--- src/rtl/entity_motion_controller.sv ---
// Entity motion controller: turns synchronised direction buttons into a
// 14-bit entity word {id, orientation, tile}. Motion is evaluated only on
// the rising edge of vsync so the sprite never moves mid-frame; a per-step
// frame cooldown paces held buttons and the tile is clamped at the grid edges.
module entity_motion_controller #(
  parameter int          GRID_COLS   = 16,
  parameter int          GRID_ROWS   = 12,
  parameter int          MOVE_PERIOD = 8,
  parameter logic [3:0]  ENTITY_ID   = 4'h1,
  parameter logic [7:0]  START_TILE  = 8'h00
) (
  input  logic        clk,
  input  logic        reset,
  input  logic        enable,
  input  logic        vsync,
  input  logic [3:0]  dir_in,
  output logic [13:0] entity_out,
  output logic        move_strobe
);

  localparam logic [3:0] COL_MAX   = 4'(GRID_COLS - 1);
  localparam logic [3:0] ROW_MAX   = 4'(GRID_ROWS - 1);
  localparam logic [7:0] CD_RELOAD = 8'(MOVE_PERIOD - 1);
  localparam logic [3:0] UNUSED_ID = 4'hF;

  // dir_in bit positions: {up, down, left, right}
  localparam logic [3:0] DIR_UP    = 4'b1000;
  localparam logic [3:0] DIR_DOWN  = 4'b0100;
  localparam logic [3:0] DIR_LEFT  = 4'b0010;
  localparam logic [3:0] DIR_RIGHT = 4'b0001;

  logic [3:0] dir_meta;
  logic [3:0] dir_s;
  logic       vsync_d;
  logic       tick;

  logic [7:0] tile;
  logic [1:0] orient;
  logic [7:0] cooldown;
  logic       move_pend;

  logic       dir_idle;
  logic       dir_valid;
  logic [1:0] dir_orient;
  logic [7:0] step_tile;
  logic [3:0] row;
  logic [3:0] col;

  // Two-flop synchroniser for the asynchronous button inputs
  always_ff @(posedge clk) begin
    if (reset) begin
      dir_meta <= '0;
      dir_s    <= '0;
    end else begin
      dir_meta <= dir_in;
      dir_s    <= dir_meta;
    end
  end

  // Delayed vsync for edge detect; resets high so a vsync already high
  // when reset releases does not look like a fresh frame boundary
  always_ff @(posedge clk) begin
    if (reset) vsync_d <= 1'b1;
    else       vsync_d <= vsync;
  end

  assign tick = vsync & ~vsync_d;

  // Decode the synchronised buttons and compute the clamped candidate tile
  always_comb begin
    dir_idle   = (dir_s == 4'b0000);
    dir_valid  = !dir_idle && ((dir_s & (dir_s - 4'd1)) == 4'b0000);
    dir_orient = orient;
    row        = tile[7:4];
    col        = tile[3:0];
    step_tile  = tile;
    case (dir_s)
      DIR_UP: begin
        dir_orient = 2'b00;
        if (row != 4'd0) step_tile = {row - 4'd1, col};
      end
      DIR_RIGHT: begin
        dir_orient = 2'b01;
        if (col < COL_MAX) step_tile = {row, col + 4'd1};
      end
      DIR_DOWN: begin
        dir_orient = 2'b10;
        if (row < ROW_MAX) step_tile = {row + 4'd1, col};
      end
      DIR_LEFT: begin
        dir_orient = 2'b11;
        if (col != 4'd0) step_tile = {row, col - 4'd1};
      end
      default: ;
    endcase
  end

  // Frame-boundary motion state: orientation, tile and step cooldown.
  // Disabled entities freeze everything, including the cooldown.
  always_ff @(posedge clk) begin
    if (reset) begin
      tile      <= START_TILE;
      orient    <= 2'b00;
      cooldown  <= 8'd0;
      move_pend <= 1'b0;
    end else begin
      move_pend <= 1'b0;
      if (tick && enable) begin
        if (dir_idle) begin
          // releasing the buttons lets the next press step immediately
          cooldown <= 8'd0;
        end else if (dir_valid) begin
          orient <= dir_orient;
          if (cooldown == 8'd0) begin
            tile      <= step_tile;
            cooldown  <= CD_RELOAD;
            move_pend <= (step_tile != tile);
          end else begin
            cooldown <= cooldown - 8'd1;
          end
        end else if (cooldown != 8'd0) begin
          // chorded buttons: no motion, but the cooldown keeps running
          cooldown <= cooldown - 8'd1;
        end
      end
    end
  end

  // Output register: entity word and move pulse, one cycle after the tick
  always_ff @(posedge clk) begin
    if (reset) begin
      entity_out  <= {ENTITY_ID, 2'b00, START_TILE};
      move_strobe <= 1'b0;
    end else begin
      entity_out  <= {(enable ? ENTITY_ID : UNUSED_ID), orient, tile};
      move_strobe <= move_pend & enable;
    end
  end

endmodule

--- config.mk ---
export PLATFORM = sky130hd
export DESIGN_NAME = entity_motion_controller
export DESIGN_NICKNAME = d
export VERILOG_FILES = /design/src/rtl/entity_motion_controller.sv
export SDC_FILE = /design/constraint.sdc
export NUM_CORES = 1
export LEC_CHECK = 0
export ABC_AREA = 1
export CORE_MARGIN = 1.5
export CORE_UTILIZATION = 50
export CTS_CLUSTER_DIAMETER = 200
export DETAILED_ROUTE_END_ITERATION = 10
export HOLD_SLACK_MARGIN = 0.12
export PLACE_DENSITY = 0.74
export SYNTH_ARGS = -nofsm -noshare
export SYNTH_HDL_FRONTEND = slang
export SYNTH_SLANG_ARGS = --single-unit
--- constraint.sdc ---
create_clock -name clk -period 1.4 [get_ports clk]
set_clock_uncertainty 0.05 [all_clocks]
set_input_delay 0.42 -clock clk [delete_from_list [all_inputs] [get_ports clk]]
set_output_delay 0.42 -clock clk [all_outputs]
set_load 0.005 [all_outputs]
==> results.ini <==
[setup_path]
r2r-end = cooldown[3]
required_ns = 1.55
critPathLaunchType = flop
r2r_slack_ns = -0.04
cp_slowest_stage_delay_ns = 0.37
reg2reg_from = dir_s[0]
critPathSlowestCell = dfxtp_4
ff2ff_path_depth = 7
cp_cell_sequence = inv_1 -> nand2_2 -> nor2_2 -> inv_1 -> nand3_1 -> nand2_1 -> and3_1
crit_buf_inv = 2
worstPathArrival_ns = 1.59
cp-end-kind = flop
crit_start = dir_s[0]
cpLargestDelayFamily = simple AND/OR/NAND/NOR gates
critPathKind = flop to flop
cp_max_fo = 7
crit_top_cell = inv_1

[synthesis]
synth_top_area_share = 0.388
syn_area_per_cell_sq_um = 6.92
synthesis.area_sq_um = 2060
synth.distinct_cells = 32
ys_ff_latch = 40
yosysWarnings = 0
syn_nets = 312
synthTopCellsByArea = dfxtp_1 (39%), nand2_1 (13%), nor2_1 (8.7%), inv_1 (6.4%), nand3_1 (4.9%)
yosysTopAreaCell = dfxtp_1
syn_inst = 298
yosysSeqAreaShare = 0.388

[drt]
wl_mm = 5.56
route.detailed.wl_per_inst_microns = 13.4
vias = 2129
drc_errors = 0
drt_iter0_markers = 156
ant_nets = 0
viasPerCell = 5.13
drtPass1Iterations = 5

[die]
initial_core_util = 0.520
coreArea_sq_um = 3970
ios = 23
fp.dieH_microns = 67.2
die_x_microns = 67.2
dieArea_sq_um = 4520
rows = 23

[grt]
antenna_found_initial = 0
grt.total_usage = 0.247
gr-total-overflow = 0
grt_max_degree = 12
grt_pass1_vias = 1871
grt_pass1_wl_mm = 8.45

[sta]
setup_viol_count_final = 5
hold_viol_final = 0
max_freq_mhz = 695
period_share = 1.03
hold_slack_ns = 0.351
maxSlewViolCount = 0
fin_ws_ns = -0.0397
rsz0062_at_grt = true
min_period_ns = 1.44

[hold_path]
min_from = dir_meta[1]
min_to = dir_s[1]
hp-class = flop to flop
hold_path_depth = 2

[power]
power.density_nw_per_um2 = 799
leakagePower_nw = 1.41
peakVddDrop_v = 0.000529
finalPower_mw = 2.41

[clock_tree]
cts_hold_buf = 0
clk_path_buf_depth = 2
htreeDepth = 2
clock_latency_ns = 0.30
cts_buffers = 5
clock-root-buffer = clkbuf_8
path_clk_slew_ns = 0.08
clock-sinks = 40
cts_tree = built

[flow_run]
drv_cap = 0

[status]
violations = negative setup slack
status = finished, violations left

[final_layout]
drive_above_1_share = 0.373
final_nets = 379
fill_cells = 277
final_cell_mix = nand2_1 (55), buf_4 (44), nor2_1 (38)
syn2layout_area_growth_pct = 46.3
layout_commonest_cell = nand2_1
n_antenna_cell = 0

[placed_design]
dpl.hpwl_mm = 3.41
portBuffers = 21
place_congestion = 0.908

-- timing repair --
item | CTS | global route
buffers inserted | 5 | 1
cloned | 1 | 0
pin swaps | 20 | 16
endpoints found under the setup margin | 33 | 18
gates resized for setup | 60 | 44
-- worst max path at each step --
stage	end	slack, ns	cells after the start
4_1_cts	cooldown[3]	0.0004	8
3_3_place_gp	tile[4]	-0.48	10
5_1_grt	cooldown[3]	-0.12	7
2_1_floorplan	tile[5]	0.007	10
3_5_place_dp	tile[4]	-0.50	10
6_report	cooldown[3]	-0.04	7
-- metrics by stage --
step	TNS (ns)	worst slack (ns)	instance area [sq um]	util	instances
2_1_floorplan	0	0.00724	2070	-	298
3_3_place_gp	-9.53	-0.478	2610	0.656	401
3_5_place_dp	-10.01	-0.500	2610	0.656	401
4_1_cts	0	0.000401	2860	0.720	414
5_1_grt	-1.10	-0.120	3020	0.760	415
6_report	-0.108	-0.0397	3020	0.760	415
-- synth_stat cells --
library cell	n
o211ai_1	1
o21ai_1	7
inv_2	6
ha_1	6
nor3_1	2
and3_1	1
conb_1	1
nand3_1	20
o21a_1	2
xnor2_1	1
a21oi_1	12
xor2_1	4
o21bai_1	1
nor2_1	48
a21oi_4	1
nor2_2	4
a21oi_2	4
clkbuf_1	4
dfxtp_1	40
inv_1	35
or2_2	1
nand4_1	7
buf_4	3
buf_1	1
nor2_4	2
nand2_1	69
nand3_2	2
nand2_2	4
nand2_4	1
buf_6	1
nand3_4	1
o21ai_0	6
-- layout make-up --
type                            instances  area (sq um)  area share
Multi-Input combinational cell        209          1290       0.426
Timing Repair Buffer                   68           572       0.189
Clock buffer                            7          96.3      0.0319
Inverter                               41           169      0.0559
Sequential cell                        40           832       0.276
Tap cell                               50          62.6      0.0207
-- where the power goes --
part	leakage (nW)	internal (mW)	total, mW	switching, mW
clock network	0.0503	0.439	0.831	0.392
logic	1.03	0.176	0.403	0.227
registers	0.332	1.15	1.18	0.0236
-- logic make-up after synthesis --
logic type / count (synthesis) / share of synthesized area
and+or+nand+nor: 162 / 0.352
buffers and inverters: 50 / 0.100
DFF: 40 / 0.388
AOI/OAI and AO/OA: 34 / 0.100
adders and majority gates: 6 / 0.0364
xor gates and xnor gates: 5 / 0.0212
other: 1 / 0.00182
-- per-layer routing --
layer	vias up	GRT usage	part of all wire
met5	-	0	0
met1	981	0.330	0.43
li1	1066	-	-
met3	14	0.0600	0.051
met2	68	0.382	0.49
met4	0	0.102	0.025
-- sequential cells by signal, summed over array words and instances (netlist names) --
signal and cells:
cooldown 8, dir_meta 4, dir_s 4, entity_out 11
move_pend 1, move_strobe 1, orient 2, tile 8
vsync_d 1
-- worst min-delay path: cells and delay by family (launching register included) --
kind / cells / cell delay, ns
buffers and inverters: 1 / 0.04
AND/OR/NAND/NOR: 1 / 0.03
flip-flops: 1 / 0.30
No activity file was read; power rests on OpenSTA's default activity.
==> RTL change 1: new RTL, same flow settings <==
Put one more register stage on the output `entity_out`, with the module's reset. The value now appears one clock later. The other outputs are not delayed to match.
--- a/src/rtl/entity_motion_controller.sv
+++ b/src/rtl/entity_motion_controller.sv
@@ -29,4 +29,6 @@
   localparam logic [3:0] DIR_LEFT  = 4'b0010;
   localparam logic [3:0] DIR_RIGHT = 4'b0001;
+
+  logic [13:0] entity_s0;
 
   logic [3:0] dir_meta;
@@ -130,9 +132,17 @@
   always_ff @(posedge clk) begin
     if (reset) begin
-      entity_out  <= {ENTITY_ID, 2'b00, START_TILE};
+      entity_s0   <= {ENTITY_ID, 2'b00, START_TILE};
       move_strobe <= 1'b0;
     end else begin
-      entity_out  <= {(enable ? ENTITY_ID : UNUSED_ID), orient, tile};
+      entity_s0   <= {(enable ? ENTITY_ID : UNUSED_ID), orient, tile};
       move_strobe <= move_pend & enable;
+    end
+  end
+
+  always_ff @(posedge clk) begin
+    if (reset) begin
+      entity_out <= '0;
+    end else begin
+      entity_out <= entity_s0;
     end
   end
Function: changed (a bounded check fails within 4 cycles, from zero or initial values and one cycle with reset high).
==> RTL change 1 against the original RTL <==
- the flow still finishes with violations (setup timing)
- wire length is 17% higher
- synthesized area is 15% higher
- sequential power is 30% higher
- non-clock buffer count is 24 higher
- worst setup slack worse by 100 ps
- sequential cell count is 12 higher
- design area is 16% higher
- largest power group unchanged
- worst hold slack better by 1.2 ps
- power is 31% higher
- critical path type unchanged
==> RTL change 1: results (changes against the original RTL) <==
stage	metric	value	unit	change
setup_path	CP Capture Type	register		unchanged
placement	DP Area	0.00303	mm2	was 0.00261 mm2
synth	synthesized net count	353		was 312
synth	Synth cell types	26		was 32
final_layout	share of layout cells above drive strength 1	0.361		was 0.373
setup_path	Worst path max stage delay	330	ps	was 370 ps
placement	Placed Cells	456		was 401
placement	hpwl dp	3880	um	was 3410 um
placement	Port Buffer Count	22		was 21
final_layout	Post-Layout Cell Count	479		was 415
global_routing	first-pass GRT wire length	9430	um	was 8450 um
run_status	failing checks	setup timing		unchanged
setup_path	crit-path max FO	4		was 7
min_path	Worst Hold Launch	dir_meta[0]$_SDFF_PP0_		was dir_meta[1]$_SDFF_PP0_
global_routing	initial antenna violation count	0		unchanged
final_layout	Final #Nets	441		was 379
run_status	status	complete, but fails checks		unchanged
timing	setup ws final	-144	ps	was -39.7 ps
setup_path	critical path arrival	1740	ps	was 1590 ps
synth	Post-synth EDFFs	0		unchanged
setup_path	R2R depth	11		was 7
synth	syn_area_per_cell	7.03	um2	was 6.92 um2
timing	Final setup viols	19		was 5
timing	final hold slack	352	ps	was 351 ps
synth	Seq/Total Area, Yosys	0.437		was 0.388
clock_network	later-pin clock latency in the skew report	300	ps	about the same
placement	Place WS	-575	ps	was -500 ps
global_routing	largest net degree at the start of global routing	26		was 12
global_routing	gr usage total	0.231		was 0.247
final_layout	cell area after layout	0.00350	mm2	was 0.00302 mm2
min_path	hold worst-path end	dir_s[0]$_SDFF_PP0_		was dir_s[1]$_SDFF_PP0_
power	Static Leak	0.00169	uW	was 0.00141 uW
placement	GPL Wtd Cong	0.934		was 0.908
power	Peak VDD IR	0.801	mV	was 0.529 mV
detailed_routing	Vias	2466		was 2129
setup_path	Worst R2R Start	cooldown[1]$_SDFFE_PP0P_		was dir_s[0]$_SDFF_PP0_
detailed_routing	Initial DRT Pass Iterations	4		was 5
final_layout	fill count	281		was 277
min_path	Hold Path Depth	2		unchanged
setup_path	Slowest cell on crit path	dfxtp_2		was dfxtp_4
final_layout	Regs by FF count	entity_out x12, entity_s0 x11		was entity_out x11, cooldown x8, tile x8
setup_path	delay-heaviest family, CP	simple AND/OR/NAND/NOR gates		unchanged
timing	setup TNS	-1600	ps	was -108 ps
global_routing	number of global-route vias before repair	2237		was 1871
detailed_routing	wire per inst	13.6	um	was 13.4 um
clock_network	# H-tree levels	2		unchanged
detailed_routing	initial drt markers	178		was 156
synth	synth top area cells	dfxtp_1 44%, nor2_1 12%, nand2_1 9.6%, inv_1 8.7%, nand3_1 4.0%		was dfxtp_1 39%, nand2_1 13%, nor2_1 8.7%, inv_1 6.4%, nand3_1 4.9%
synth	Commonest cells post-synth	74 x nor2_1, 61 x nand2_1, 55 x inv_1		was 69 x nand2_1, 48 x nor2_1, 40 x dfxtp_1
RTL change 1: changes by cell type after synthesis, moves of 3 or more:
cell / change
o21ai_0: +6
a21oi_2: -3
nor2_1: +26
nand4_1: -3
inv_1: +20
nand2_1: -8
dfxtp_1: +12
nor2_2: -4
RTL change 1: cells by family (layout without fill, tap and decap cells):
group                    count (synthesis)  count (layout)  synth area share
AO/OA/AOI/OAI                           33              33            0.0720
XOR/XNOR                                 6               6            0.0221
adder cells (fa/ha/maj)                  6               6            0.0315
buffers and inverters                   70             158             0.120
flip-flops                              52              52             0.437
multiplexers                             1               1           0.00420
AND/OR/NAND/NOR                        171             171             0.314
RTL change 1: tightest hold or removal path, delay by kind of cell (launching register included):
kind	cells	cell delay, ps
buf+inv	1	40
simple gates	1	30
flops	1	310
RTL change 1: layer usage:
layer,track usage,routed length [um]
met1,0.261,2580
met2,0.419,3420
met3,0.0514,301
met4,0.0964,219
met5,0,0
RTL change 1: area by class of cell:
| type | count | share of cell area |
|---|---|---|
| clock buffers | 5 | 0.0196 |
| clock inverters | 2 | 0.0171 |
| inverters | 59 | 0.0639 |
| multi-input cells | 217 | 0.362 |
| flip-flops and latches | 52 | 0.303 |
| well taps | 52 | 0.0186 |
| repair buffers | 92 | 0.216 |
RTL change 1: report_power, final:
group	switching (uW)	internal, uW
clock network	483	703
registers	22.0	1510
logic	241	200
total	746	2410
RTL change 1: what timing repair did:
action	CTS	global route
pin swaps	22	14
gates cloned	0	0
resized for setup	64	36
buffers inserted	10	6
endpoints found under the setup margin	34	19
==> RTL change 2: new RTL, same settings <==
Without the edit above. Change the parameter `MOVE_PERIOD` from 8 to 4.
--- a/src/rtl/entity_motion_controller.sv
+++ b/src/rtl/entity_motion_controller.sv
@@ -6,5 +6,5 @@
   parameter int          GRID_COLS   = 16,
   parameter int          GRID_ROWS   = 12,
-  parameter int          MOVE_PERIOD = 8,
+  parameter int          MOVE_PERIOD = 4,
   parameter logic [3:0]  ENTITY_ID   = 4'h1,
   parameter logic [7:0]  START_TILE  = 8'h00
Behaviour: same outputs for any inputs over 10 cycles, from zero or initial values and one cycle with reset high; that may be too few to reach the edited logic, so the function may still have changed.
==> RTL change 2 against the original RTL <==
- the flow still finishes with violations (setup timing)
- sequential cell count unchanged
- design area down 1.5%
- worst setup slack better by 1.0 ps
- wire length down 5.5%
- power down 4.2%
- final cell count up 2.7%
- synthesized area down 0.24%
- combinational power about the same
==> RTL change 2: results (changes against the original RTL) <==
stage	metric	value	unit	change
setup_path	delay-heaviest family, CP	flip-flops		was simple AND/OR/NAND/NOR gates
placement	Placed Cells	414		was 401
timing	setup ws final	-38.7	ps	was -39.7 ps
detailed_routing	Vias	2124		was 2129
synth	synth top area cells	dfxtp_1 39%, nand2_1 13%, nor2_1 9.3%, inv_1 6.6%, nand3_1 4.1%		was dfxtp_1 39%, nand2_1 13%, nor2_1 8.7%, inv_1 6.4%, nand3_1 4.9%
run_status	failing checks	setup timing		unchanged
detailed_routing	metal3 WL	191	um	was 283 um
synth	synthesized net count	318		was 312
synth	Seq/Total Area, Yosys	0.389		was 0.388
setup_path	Slowest cell on crit path	dfxtp_1		was dfxtp_4
timing	setup TNS	-136	ps	was -108 ps
final_layout	share of layout cells above drive strength 1	0.356		was 0.373
setup_path	R2R depth	9		was 7
detailed_routing	Routed met1 length	2230	um	was 2410 um
detailed_routing	Initial DRT Pass Iterations	4		was 5
detailed_routing	DRT Wirelength	5260	um	was 5560 um
global_routing	number of global-route vias before repair	1884		was 1871
setup_path	type of the worst setup path	reg2reg		unchanged
timing	Final setup viols	9		was 5
placement	GPL Wtd Cong	0.880		was 0.908
synth	Synth cell types	29		was 32
setup_path	Worst R2R Start	cooldown[1]$_SDFFE_PP0P_		was dir_s[0]$_SDFF_PP0_
min_path	hold worst-path end	dir_s[3]$_SDFF_PP0_		was dir_s[1]$_SDFF_PP0_
run_status	status	complete, but fails checks		unchanged
synth	Post-Syn Instances	304		was 298
global_routing	largest net degree at the start of global routing	13		was 12
synth	area share of xor/xnor cells in the synthesized design	0.00851		was 0.0212
synth	Synth Area in Adders	0.0365		was 0.0364
placement	hpwl dp	3650	um	was 3410 um
final_layout	Final #Nets	390		was 379
power	Static Leak	0.00143	uW	was 0.00141 uW
min_path	Worst Hold Launch	dir_meta[3]$_SDFF_PP0_		was dir_meta[1]$_SDFF_PP0_
synth	Commonest cells post-synth	73 x nand2_1, 51 x nor2_1, 40 x dfxtp_1		was 69 x nand2_1, 48 x nor2_1, 40 x dfxtp_1
synth	post-synthesis compound-gate area fraction	0.108		was 0.100
synth	post-synthesis mux area share	0		unchanged
min_path	hold crit path type	reg2reg		unchanged
global_routing	first-pass GRT wire length	8000	um	was 8450 um
detailed_routing	met2 wire length	2730	um	about the same
global_routing	gr usage total	0.233		was 0.247
setup_path	Worst path max stage delay	350	ps	was 370 ps
detailed_routing	wire per inst	12.3	um	was 13.4 um
global_routing	met2 Track Usage GR	0.421		was 0.382
power	Peak VDD IR	0.434	mV	was 0.529 mV
global_routing	met3 usage	0.0500		was 0.0600
setup_path	crit-path max FO	2		was 7
setup_path	critical path arrival	1620	ps	was 1590 ps
==> RTL change 2: metrics by stage <==
stage          utilization  hold slack (ps)  instance area (um2)  total power (uW)  setup slack (ps)
2_1_floorplan            -              338                 2060              1400              10.3
3_3_place_gp         0.667              339                 2650              1540              -458
3_5_place_dp         0.667              343                 2650              1540              -521
4_1_cts              0.718              346                 2850              2280             -4.60
5_1_grt              0.749              364                 2970              2410              -113
6_report             0.749              344                 2970              2310             -38.7
==> RTL change 2: layout make-up <==
type / count / area (um2)
Multi-Input combinational cell: 211 / 1220
Fill cell: 324 / 997
Sequential cell: 40 / 822
Timing Repair Buffer: 74 / 616
Inverter: 44 / 170
Clock buffer: 5 / 68.8
Tap cell: 50 / 62.6
Clock inverter: 2 / 12.5
==> RTL change 2: power breakdown <==
| part | switching [uW] | internal, uW | total (uW) |
|---|---|---|---|
| clock network | 388 | 337 | 725 |
| logic | 221 | 183 | 404 |
| registers | 22.0 | 1160 | 1180 |
| total | 630 | 1680 | 2310 |
==> RTL change 2: tightest hold or removal path: cells and delay by family, from the launching register on <==
| kind | cells | cell delay (ps) |
|---|---|---|
| buffers and inverters | 1 | 40 |
| DFF | 1 | 300 |
| and+or+nand+nor | 1 | 30 |
==> RTL change 2: logic make-up (layout without fill, tap and decap cells) <==
kind of cell / count (synthesis) / in the layout
AO/OA/AOI/OAI: 37 / 37
XOR/XNOR: 2 / 2
AND/OR/NAND/NOR: 165 / 165
adder cells (fa/ha/maj): 6 / 6
buffers and inverters: 53 / 125
other: 1 / 1
flip-flops: 40 / 40
==> RTL change 2: what timing repair did <==
| action | 4_1_cts | 5_1_grt |
|---|---|---|
| pin swaps | 21 | 11 |
| endpoints found under the setup margin | 33 | 18 |
| cloned | 0 | 0 |
| resized for setup | 58 | 36 |
| setup buffers | 3 | 2 |
